--- config.mk ---
export PLATFORM = sky130hd
export DESIGN_NAME = mem_arbiter
export DESIGN_NICKNAME = d
export VERILOG_FILES = /design/src/rtl/mem_arbiter_pkg.sv /design/src/rtl/mem_arbiter_rr_arb2.sv /design/src/rtl/mem_arbiter.sv
export SDC_FILE = /design/constraint.sdc
export NUM_CORES = 1
export LEC_CHECK = 0
export CORE_AREA = 5 5 214 216
export DETAILED_ROUTE_END_ITERATION = 8
export DIE_AREA = 0 0 219 221
export PLACE_DENSITY = 0.6
export SETUP_SLACK_MARGIN = 0.2
export SLEW_MARGIN = 40
export SYNTH_ARGS = -nofsm -noshare
export SYNTH_HDL_FRONTEND = slang
export SYNTH_SLANG_ARGS = --single-unit
--- constraint.sdc ---
create_clock -name clk -period 1.6 [get_ports clk]
set_input_delay 0.24 -clock clk [delete_from_list [all_inputs] [get_ports clk]]
set_output_delay 0.24 -clock clk [all_outputs]
set_load 0.05 [all_outputs]
--- src/rtl/mem_arbiter_pkg.sv ---
// Shared encodings for the two-port cache-to-memory arbiter.
package mem_arbiter_pkg;

  // Default line / memory transfer width in bits.
  localparam int MEMORY_WIDTH = 64;

  // FSM state encodings.
  localparam logic [1:0] ST_IDLE = 2'd0;
  localparam logic [1:0] ST_BUSY = 2'd1;
  localparam logic [1:0] ST_RESP = 2'd2;

  // Requester port indices.
  localparam logic PORT_I = 1'b0;  // instruction cache
  localparam logic PORT_D = 1'b1;  // data cache

  // Memory operation encoding (matches mem_we).
  localparam logic OP_RD = 1'b0;
  localparam logic OP_WR = 1'b1;

endpackage

--- src/rtl/mem_arbiter_rr_arb2.sv ---
// Combinational two-way picker: round-robin when fair=1, fixed priority
// to port 1 when fair=0. 'last' is the port that was granted most recently.
module rr_arb2 (
  input  logic [1:0] req,
  input  logic       last,
  input  logic       fair,
  output logic [1:0] grant,
  output logic       valid
);

  // Pick one requester; a lone requester always wins.
  always_comb begin
    grant = 2'b00;
    valid = |req;
    case (req)
      2'b01:   grant = 2'b01;
      2'b10:   grant = 2'b10;
      2'b11: begin
        if (fair) grant = last ? 2'b01 : 2'b10;
        else      grant = 2'b10;
      end
      default: grant = 2'b00;
    endcase
  end

endmodule

--- src/rtl/mem_arbiter.sv ---
// Serialises the write-back and line-fill channels of the instruction cache
// (port 0) and data cache (port 1) onto one memory req/ack channel.
//
// state   | meaning
// --------+-----------------------------------------------------------
// ST_IDLE | no transaction; evaluate candidates, grant one per cycle
// ST_BUSY | mem_req held with fixed we/addr/wdata until mem_ack
// ST_RESP | port ack high this cycle only; no grant evaluation
module mem_arbiter
  import mem_arbiter_pkg::*;
#(
  parameter int WIDTH = MEMORY_WIDTH,
  parameter int FAIR  = 1
) (
  input  logic             clk,
  input  logic             reset,

  input  logic             p0_write_req,
  input  logic [31:0]      p0_write_addr,
  input  logic [WIDTH-1:0] p0_write_data,
  output logic             p0_write_ack,
  input  logic             p0_read_req,
  input  logic [31:0]      p0_read_addr,
  output logic [WIDTH-1:0] p0_read_data,
  output logic             p0_read_ack,

  input  logic             p1_write_req,
  input  logic [31:0]      p1_write_addr,
  input  logic [WIDTH-1:0] p1_write_data,
  output logic             p1_write_ack,
  input  logic             p1_read_req,
  input  logic [31:0]      p1_read_addr,
  output logic [WIDTH-1:0] p1_read_data,
  output logic             p1_read_ack,

  output logic             mem_req,
  output logic             mem_we,
  output logic [31:0]      mem_addr,
  output logic [WIDTH-1:0] mem_wdata,
  input  logic [WIDTH-1:0] mem_rdata,
  input  logic             mem_ack
);

  localparam logic FAIR_EN = (FAIR != 0);

  logic [1:0]       state;
  logic             gnt_port;
  logic             gnt_op;
  logic             last_port;

  logic [1:0]       arb_req;
  logic [1:0]       arb_grant;
  logic             arb_valid;

  logic             sel_port;
  logic             sel_op;
  logic [31:0]      sel_addr;
  logic [WIDTH-1:0] sel_wdata;

  assign arb_req = {p1_write_req | p1_read_req, p0_write_req | p0_read_req};

  rr_arb2 u_rr_arb2 (
    .req   (arb_req),
    .last  (last_port),
    .fair  (FAIR_EN),
    .grant (arb_grant),
    .valid (arb_valid)
  );

  // Request mux: the granted port's write beats its read so evictions
  // complete before the matching fill.
  always_comb begin
    sel_port  = (arb_grant == 2'b10) ? PORT_D : PORT_I;
    sel_op    = OP_RD;
    sel_addr  = '0;
    sel_wdata = '0;
    if (sel_port == PORT_D) begin
      if (p1_write_req) begin
        sel_op    = OP_WR;
        sel_addr  = p1_write_addr;
        sel_wdata = p1_write_data;
      end else begin
        sel_addr  = p1_read_addr;
      end
    end else begin
      if (p0_write_req) begin
        sel_op    = OP_WR;
        sel_addr  = p0_write_addr;
        sel_wdata = p0_write_data;
      end else begin
        sel_addr  = p0_read_addr;
      end
    end
  end

  // Main FSM with memory-side datapath and response demux.
  always_ff @(posedge clk) begin
    if (reset) begin
      state        <= ST_IDLE;
      gnt_port     <= PORT_I;
      gnt_op       <= OP_RD;
      last_port    <= PORT_D;
      mem_req      <= 1'b0;
      mem_we       <= 1'b0;
      mem_addr     <= '0;
      mem_wdata    <= '0;
      p0_write_ack <= 1'b0;
      p0_read_ack  <= 1'b0;
      p0_read_data <= '0;
      p1_write_ack <= 1'b0;
      p1_read_ack  <= 1'b0;
      p1_read_data <= '0;
    end else begin
      p0_write_ack <= 1'b0;
      p0_read_ack  <= 1'b0;
      p1_write_ack <= 1'b0;
      p1_read_ack  <= 1'b0;
      case (state)
        ST_IDLE: begin
          if (arb_valid) begin
            gnt_port  <= sel_port;
            gnt_op    <= sel_op;
            mem_req   <= 1'b1;
            mem_we    <= sel_op;
            mem_addr  <= sel_addr;
            mem_wdata <= sel_wdata;
            state     <= ST_BUSY;
          end
        end
        ST_BUSY: begin
          if (mem_ack) begin
            mem_req   <= 1'b0;
            last_port <= gnt_port;
            state     <= ST_RESP;
            if (gnt_port == PORT_D) begin
              if (gnt_op == OP_WR) begin
                p1_write_ack <= 1'b1;
              end else begin
                p1_read_ack  <= 1'b1;
                p1_read_data <= mem_rdata;
              end
            end else begin
              if (gnt_op == OP_WR) begin
                p0_write_ack <= 1'b1;
              end else begin
                p0_read_ack  <= 1'b1;
                p0_read_data <= mem_rdata;
              end
            end
          end
        end
        // Requesters drop req during the ack; returning to IDLE without
        // evaluating keeps a stale req from being re-granted.
        ST_RESP: state <= ST_IDLE;
        default: state <= ST_IDLE;
      endcase
    end
  end

endmodule

# [Word-level counts from Yosys, hierarchy flattened]
# Cells that the tools add are included.
[totals] inputBits=327 wordCells=57 out_inout_bits=230 ff_bits=234
[op_classes] reduce_logical=11 bitwise=6 mux=20 eq_ne=7
[ops] cell="two-way mux 64 bit" count=3
[ops] cell="two-way mux 32 bit" count=3
[ops] cell="two-way mux 1 bit" count=8
[ops] cell="AND reduction 4 bit" count=2
[ops] cell="OR reduction 4 bit" count=2
[ops] cell="equality test 2 bit (second input constant)" count=3
[ops] cell="two-way mux 2 bit" count=3
[ops] cell="case mux 2 bit (3 select lines)" count=1
[ops] cell="AND reduction 2 bit" count=3
[ops] cell="equality test 2 x 1 -> 1 bit (second input constant)" count=2
[ops] cell="!= test 2 bit (second input constant)" count=2
[ops] cell="NOT 1 bit" count=4
[ops] cell="case mux 2 bit (2 select lines)" count=1
[ops] cell="AND reduction 3 bit" count=1
[ops] cell="logical NOT 2 bit" count=1
[ops] cell="bitwise OR 1 bit" count=2
[ops] cell="case mux 1 bit (2 select lines)" count=1
[ops] cell="nonzero test 2 bit" count=1
[ops] cell="OR reduction 2 bit" count=1

# [Longest topological paths before layout]
[depth] ltp_word=6 ltp_mapped=7 depth_no_buf=3

# [By module]
# A second synthesis with hierarchy kept.
[unflattened] hier_cells=1223 area_unflattened_um2=10650.2
[modules_own_cells] module="mem_arbiter" cells_per_inst=1218 seq_area_each_um2=4684.5 n_inst=1 area_each_um2=10622.7
[modules_own_cells] module="rr_arb2" cells_per_inst=5 seq_area_each_um2=0.0 n_inst=1 area_each_um2=27.5

# [Least setup slack after synthesis]
# Ideal clock, no wire load.
[synth_path] kind="register to register" from="reg gnt_op" to="reg p0_read_data[61]" setup_time_ns=0.070 setup_slack_ns=-0.100 required_time_ns=1.530 t_arrival_ns=1.630 path_stages_with_launch=6 synth_period_minus_slack_ns=1.700 path_buffers=2 path_cell_list="dfxtp_1 -> nand4bb_1 -> clkbuf_1 -> clkbuf_1 -> o21ai_0 -> a21oi_1"
[synth_between] elab_chain_len=2
[synth_lines] element="from (decl)" line_no="mem_arbiter.sv:48" rtl="logic gnt_op;"
[synth_lines] element="from (signal assigned)" line_no="mem_arbiter.sv:122" rtl="gnt_op <= sel_op;"
[synth_lines] element="NOT 1 bit (no line)"
[synth_lines] element="AND reduction 4 bit (no line)"
[synth_lines] element="to (signal assigned)" line_no="mem_arbiter.sv:147" rtl="p0_read_data <= mem_rdata;"
[synth_lines] element="to (decl)" line_no="mem_arbiter.sv:24" rtl="output logic [WIDTH-1:0] p0_read_data,"
# Every way passes these cells.
# A chain may end at the register's enable or synchronous reset.

# [Final worst setup path]
[layout_path] from="reg last_port" to="reg mem_addr[5]"
[layout_between] elab_chain_len=5
[layout_lines] element="from (decl)" line_no="mem_arbiter.sv:49" rtl="logic last_port;"
[layout_lines] element="from (signal assigned)" line_no="mem_arbiter.sv:133" rtl="last_port <= gnt_port;"
[layout_lines] element="two-way mux 2 bit" line_no="mem_arbiter_rr_arb2.sv:19" rtl="if (fair) grant = last ? 2'b01 : 2'b10;"
[layout_lines] element="case mux 2 bit (3 select lines)" line_no="mem_arbiter_rr_arb2.sv:15" rtl="case (req)"
[layout_lines] element="equality test 2 bit" line_no="mem_arbiter.sv:73" rtl="sel_port = (arb_grant == 2'b10) ? PORT_D : PORT_I;"
[layout_lines] element="two-way mux 1 bit" line_no="mem_arbiter.sv:73"
[layout_lines] element="two-way mux 32 bit" line_no="mem_arbiter.sv:77" rtl="if (sel_port == PORT_D) begin"
[layout_lines] element="to (signal assigned)" line_no="mem_arbiter.sv:125" rtl="mem_addr <= sel_addr;"
[layout_lines] element="to (decl)" line_no="mem_arbiter.sv:38" rtl="output logic [31:0] mem_addr,"
# Every way passes these cells.

==> impl_metrics.yaml <==
setup_path:
  ff2ff_setup_slack_ns: 0.11
  setup.worst_path.start_class: "flop"
  worstSetupPathType: "flop to flop"
  worstPathMaxFanout: 30
  required_ns: 2.02
  cp-end-kind: "flop"
  worstPathArrival_ns: 1.91
place:
  place_hpwl_um: 38280
  post-place-ws_ns: -0.4600
  portBuffers: 556
  place_congestion: 0.9658
  placed_area_sq_um: 16790
global_routing:
  grt_max_degree: 118
  grt_pass1_wl_um: 78290
  grt_antenna_before_repair: 18
  grt.total_usage: 0.2033
  overflow: 0
  grt_pass1_vias: 12500
synth:
  synth_seq_cells: 234
  synthTopCellsByArea: "dfxtp_1 44%, nand3_1 12%, a21oi_1 7.4%, o21ai_0 6.0%, a311oi_1 5.3%"
  async_reset_ff_frac: 0
  synth_compound_area_frac: 0.3049
  synth-main-ff-cell: "dfxtp_1"
  synthDistinctLibCells: 35
  synthCells: 1267
  ys.warnings.count: 0
  yosys.area_share.adder: 0
  syn_area_sq_um: 10570
  synthesis.nets: 1594
  synth_xor_area_frac: 0
  synth_top_area_share: 0.4430
  synth_top_family_by_area: "compound AO/OA/AOI/OAI gates"
  ys_seq_area_frac: 0.4430
  synthSimpleGateAreaFrac: 0.1836
  syn_avg_cell_area_sq_um: 8.346
  yosysTopAreaCell: "dfxtp_1"
  synth_edf_count: 0
  synth_mux_area_frac: 0
floorplanning:
  die_h_um: 221
  die_w_um: 219
  rows: 77
  io_pins: 557
  die_area_sq_um: 48400
  core_sq_um: 43740
  start_util: 0.2417
routing:
  drtAntennaViolNets: 0
  vias: 12960
  route.detailed.drc: 0
  drt-pass1-iter-count: 8
  first_iter_violations: 1075
  vias_per_cell: 5.304
  drt-wirelength-per-cell_um: 23.37
  wl_um: 57110
final_layout:
  final_nets: 2148
  drive_gt1_frac: 0.3445
  area_growth_pct: 89.27
  final_area_sq_um: 20010
cts:
  clk_latency_ns: 0.55
  numClockSinks: 234
  root_buffer: "clkbuf_16"
  h-tree-depth: 1
  clk_pin_slew_ns: 0.07
  cts.path.max_buffers: 3
  numCtsBuffers: 28
  cts_tree: "yes"
pwr:
  irDropWorstVdd_v: 0.0006781
  p_seq_frac: 0.332
  power_density_nw_per_um2: 983.1
  intPower_w: 0.01311
  pwr-share-clk: 0.349
  p_sw_frac: 0.3339
  combPwrFrac: 0.319
  switchingPower_w: 0.006570
  leakagePower_nw: 7.156
sta:
  period_minus_slack_ns: 1.488
  setup_violations: 0
  fin_skew_ns: 0.01489
  fmax_mhz: 671.9
  rsz0062_at_grt: "true"
  final_max_slew_viol_count: 0
  fin_ws_ns: 0.1117
  relSlewSlack: 0.6006
  hold_viol: 0
  tightest_slew_ns: 0.5991
  period_share: 0.9302
flow_run:
  max_cap_viol_count: 0
worst_hold_path:
  min_path_type: "input pin to flop"
status:
  status: "finished, final reports clean"
[worst max-delay path, stage by stage (launching register included)]
cell and delay [ns]:
dfxtp_2 0.34, buf_6 0.11, o21ai_4 0.07, buf_12 0.18, a221oi_1 0.49, o32ai_4 0.15
[cells by family (layout without fill, tap and decap cells)]
| group | after synthesis | count (layout) |
|---|---|---|
| AO/OA/AOI/OAI | 491 | 491 |
| flip-flops | 234 | 234 |
| other | 0 | 9 |
| AND/OR/NAND/NOR | 374 | 374 |
| buffers and inverters | 168 | 744 |
[routing by layer]
layer  global-route usage  vias up  wire (um)
li1                     -     5916          -
met1               0.2448     6278      21630
met2               0.3479      631      28250
met3              0.05618      135       5012
met4              0.07030        4       2182
met5                    0        -         27
[power by group through the flow]
stage | Clock (W) | Combinational [W] | Sequential (W)
3_3_place_gp | 0 | 0.00518 | 0.00661
4_1_cts | 0.00705 | 0.00552 | 0.00651
6_report | 0.00687 | 0.00628 | 0.00653
2_1_floorplan | 0 | 0.00148 | 0.00789
5_1_grt | 0.00728 | 0.00655 | 0.00657
3_5_place_dp | 0 | 0.00521 | 0.00661
[layout by cell type (no fill, tap or decap), types with 8 or more instances in the layout]
cell,netlist,final
a2111oi_2,0,19
nand3_1,257,208
buf_6,7,58
o21ai_1,2,18
o21ai_0,127,111
nand3_4,0,8
nor2b_1,64,64
dfxtp_2,0,11
clkdlybuf4s50_1,0,321
diode_2,0,9
a21oi_2,40,59
a2111oi_4,0,8
buf_12,0,38
a21oi_1,156,137
nand2_1,36,36
o32ai_4,0,9
a221oi_1,32,18
clkbuf_8,0,8
a311oi_2,0,15
nand3_2,1,42
a221oi_2,0,14
clkbuf_16,0,45
buf_4,0,242
o32ai_2,0,21
dfxtp_1,234,221
a311oi_1,64,49
[synthesized netlist by cell type (2+ instances only)]
cell type and number:
nand3_1 257, dfxtp_1 234, a21oi_1 156, o21ai_0 127, clkbuf_1 118, a311oi_1 64, nor2b_1 64, a21oi_2 40
nand2_1 36, a2111oi_0 32, a221oi_1 32, buf_2 32, o32ai_1 32, buf_1 9, buf_6 7, nor2_1 5
nor4_1 2, o21ai_1 2, or2_2 2
[flip-flops by register name (all words and copies together) (netlist names), 2 cells and up]
name / count
mem_wdata: 64
state: 2
p0_read_data: 64
p1_read_data: 64
mem_addr: 32
[metrics by stage]
stage	setup TNS (ns)	hold slack (ns)	util	cells	total power, W
after floorplan	0	0.3877	-	1267	0.009377
after global placement	-52.84	0.4605	0.3838	2342	0.01179
after detailed placement	-50.91	0.4670	0.3838	2342	0.01182
after CTS	0	0.1607	0.4191	2407	0.01908
after global routing	0	0.1858	0.4575	2444	0.02039
final	0	0.1997	0.4575	2444	0.01968
[area by class of cell]
| cell class | instances | area, sq um |
|---|---|---|
| fill | 4203 | 23730 |
| timing repair buffer | 690 | 7144 |
| multi-input combinational | 865 | 6399 |
| sequential | 234 | 4706 |
| clock buffer | 42 | 854.6 |
| tap | 592 | 740.7 |
| clock inverter | 10 | 136.4 |
| antenna | 9 | 22.52 |
| inverter | 2 | 10.01 |
[what timing repair did]
action                     4_1_cts  5_1_grt
hold buffers                     1        0
hold endpoints to repair         1        0
buffers inserted                 8        7
gates resized for setup         89      229
cloned                           4       21
setup endpoints to repair      157      252
pin swaps                        8       78
[worst paths after layout]
path | from | to | cells past startpoint
worst max-delay path | last_port$_SDFFE_PP1P_ | mem_addr[5]$_SDFFE_PP0P_ | 5
worst min-delay path | p0_write_req | mem_wdata[44]$_SDFFE_PP0P_ | 4
worst max register to register | last_port$_SDFFE_PP1P_ | mem_addr[5]$_SDFFE_PP0P_ | 5
worst min register to register | p1_read_data[44]$_SDFFE_PP0P_ | p1_read_data[44]$_SDFFE_PP0P_ | 2
Power figures use the tool's default switching activity.
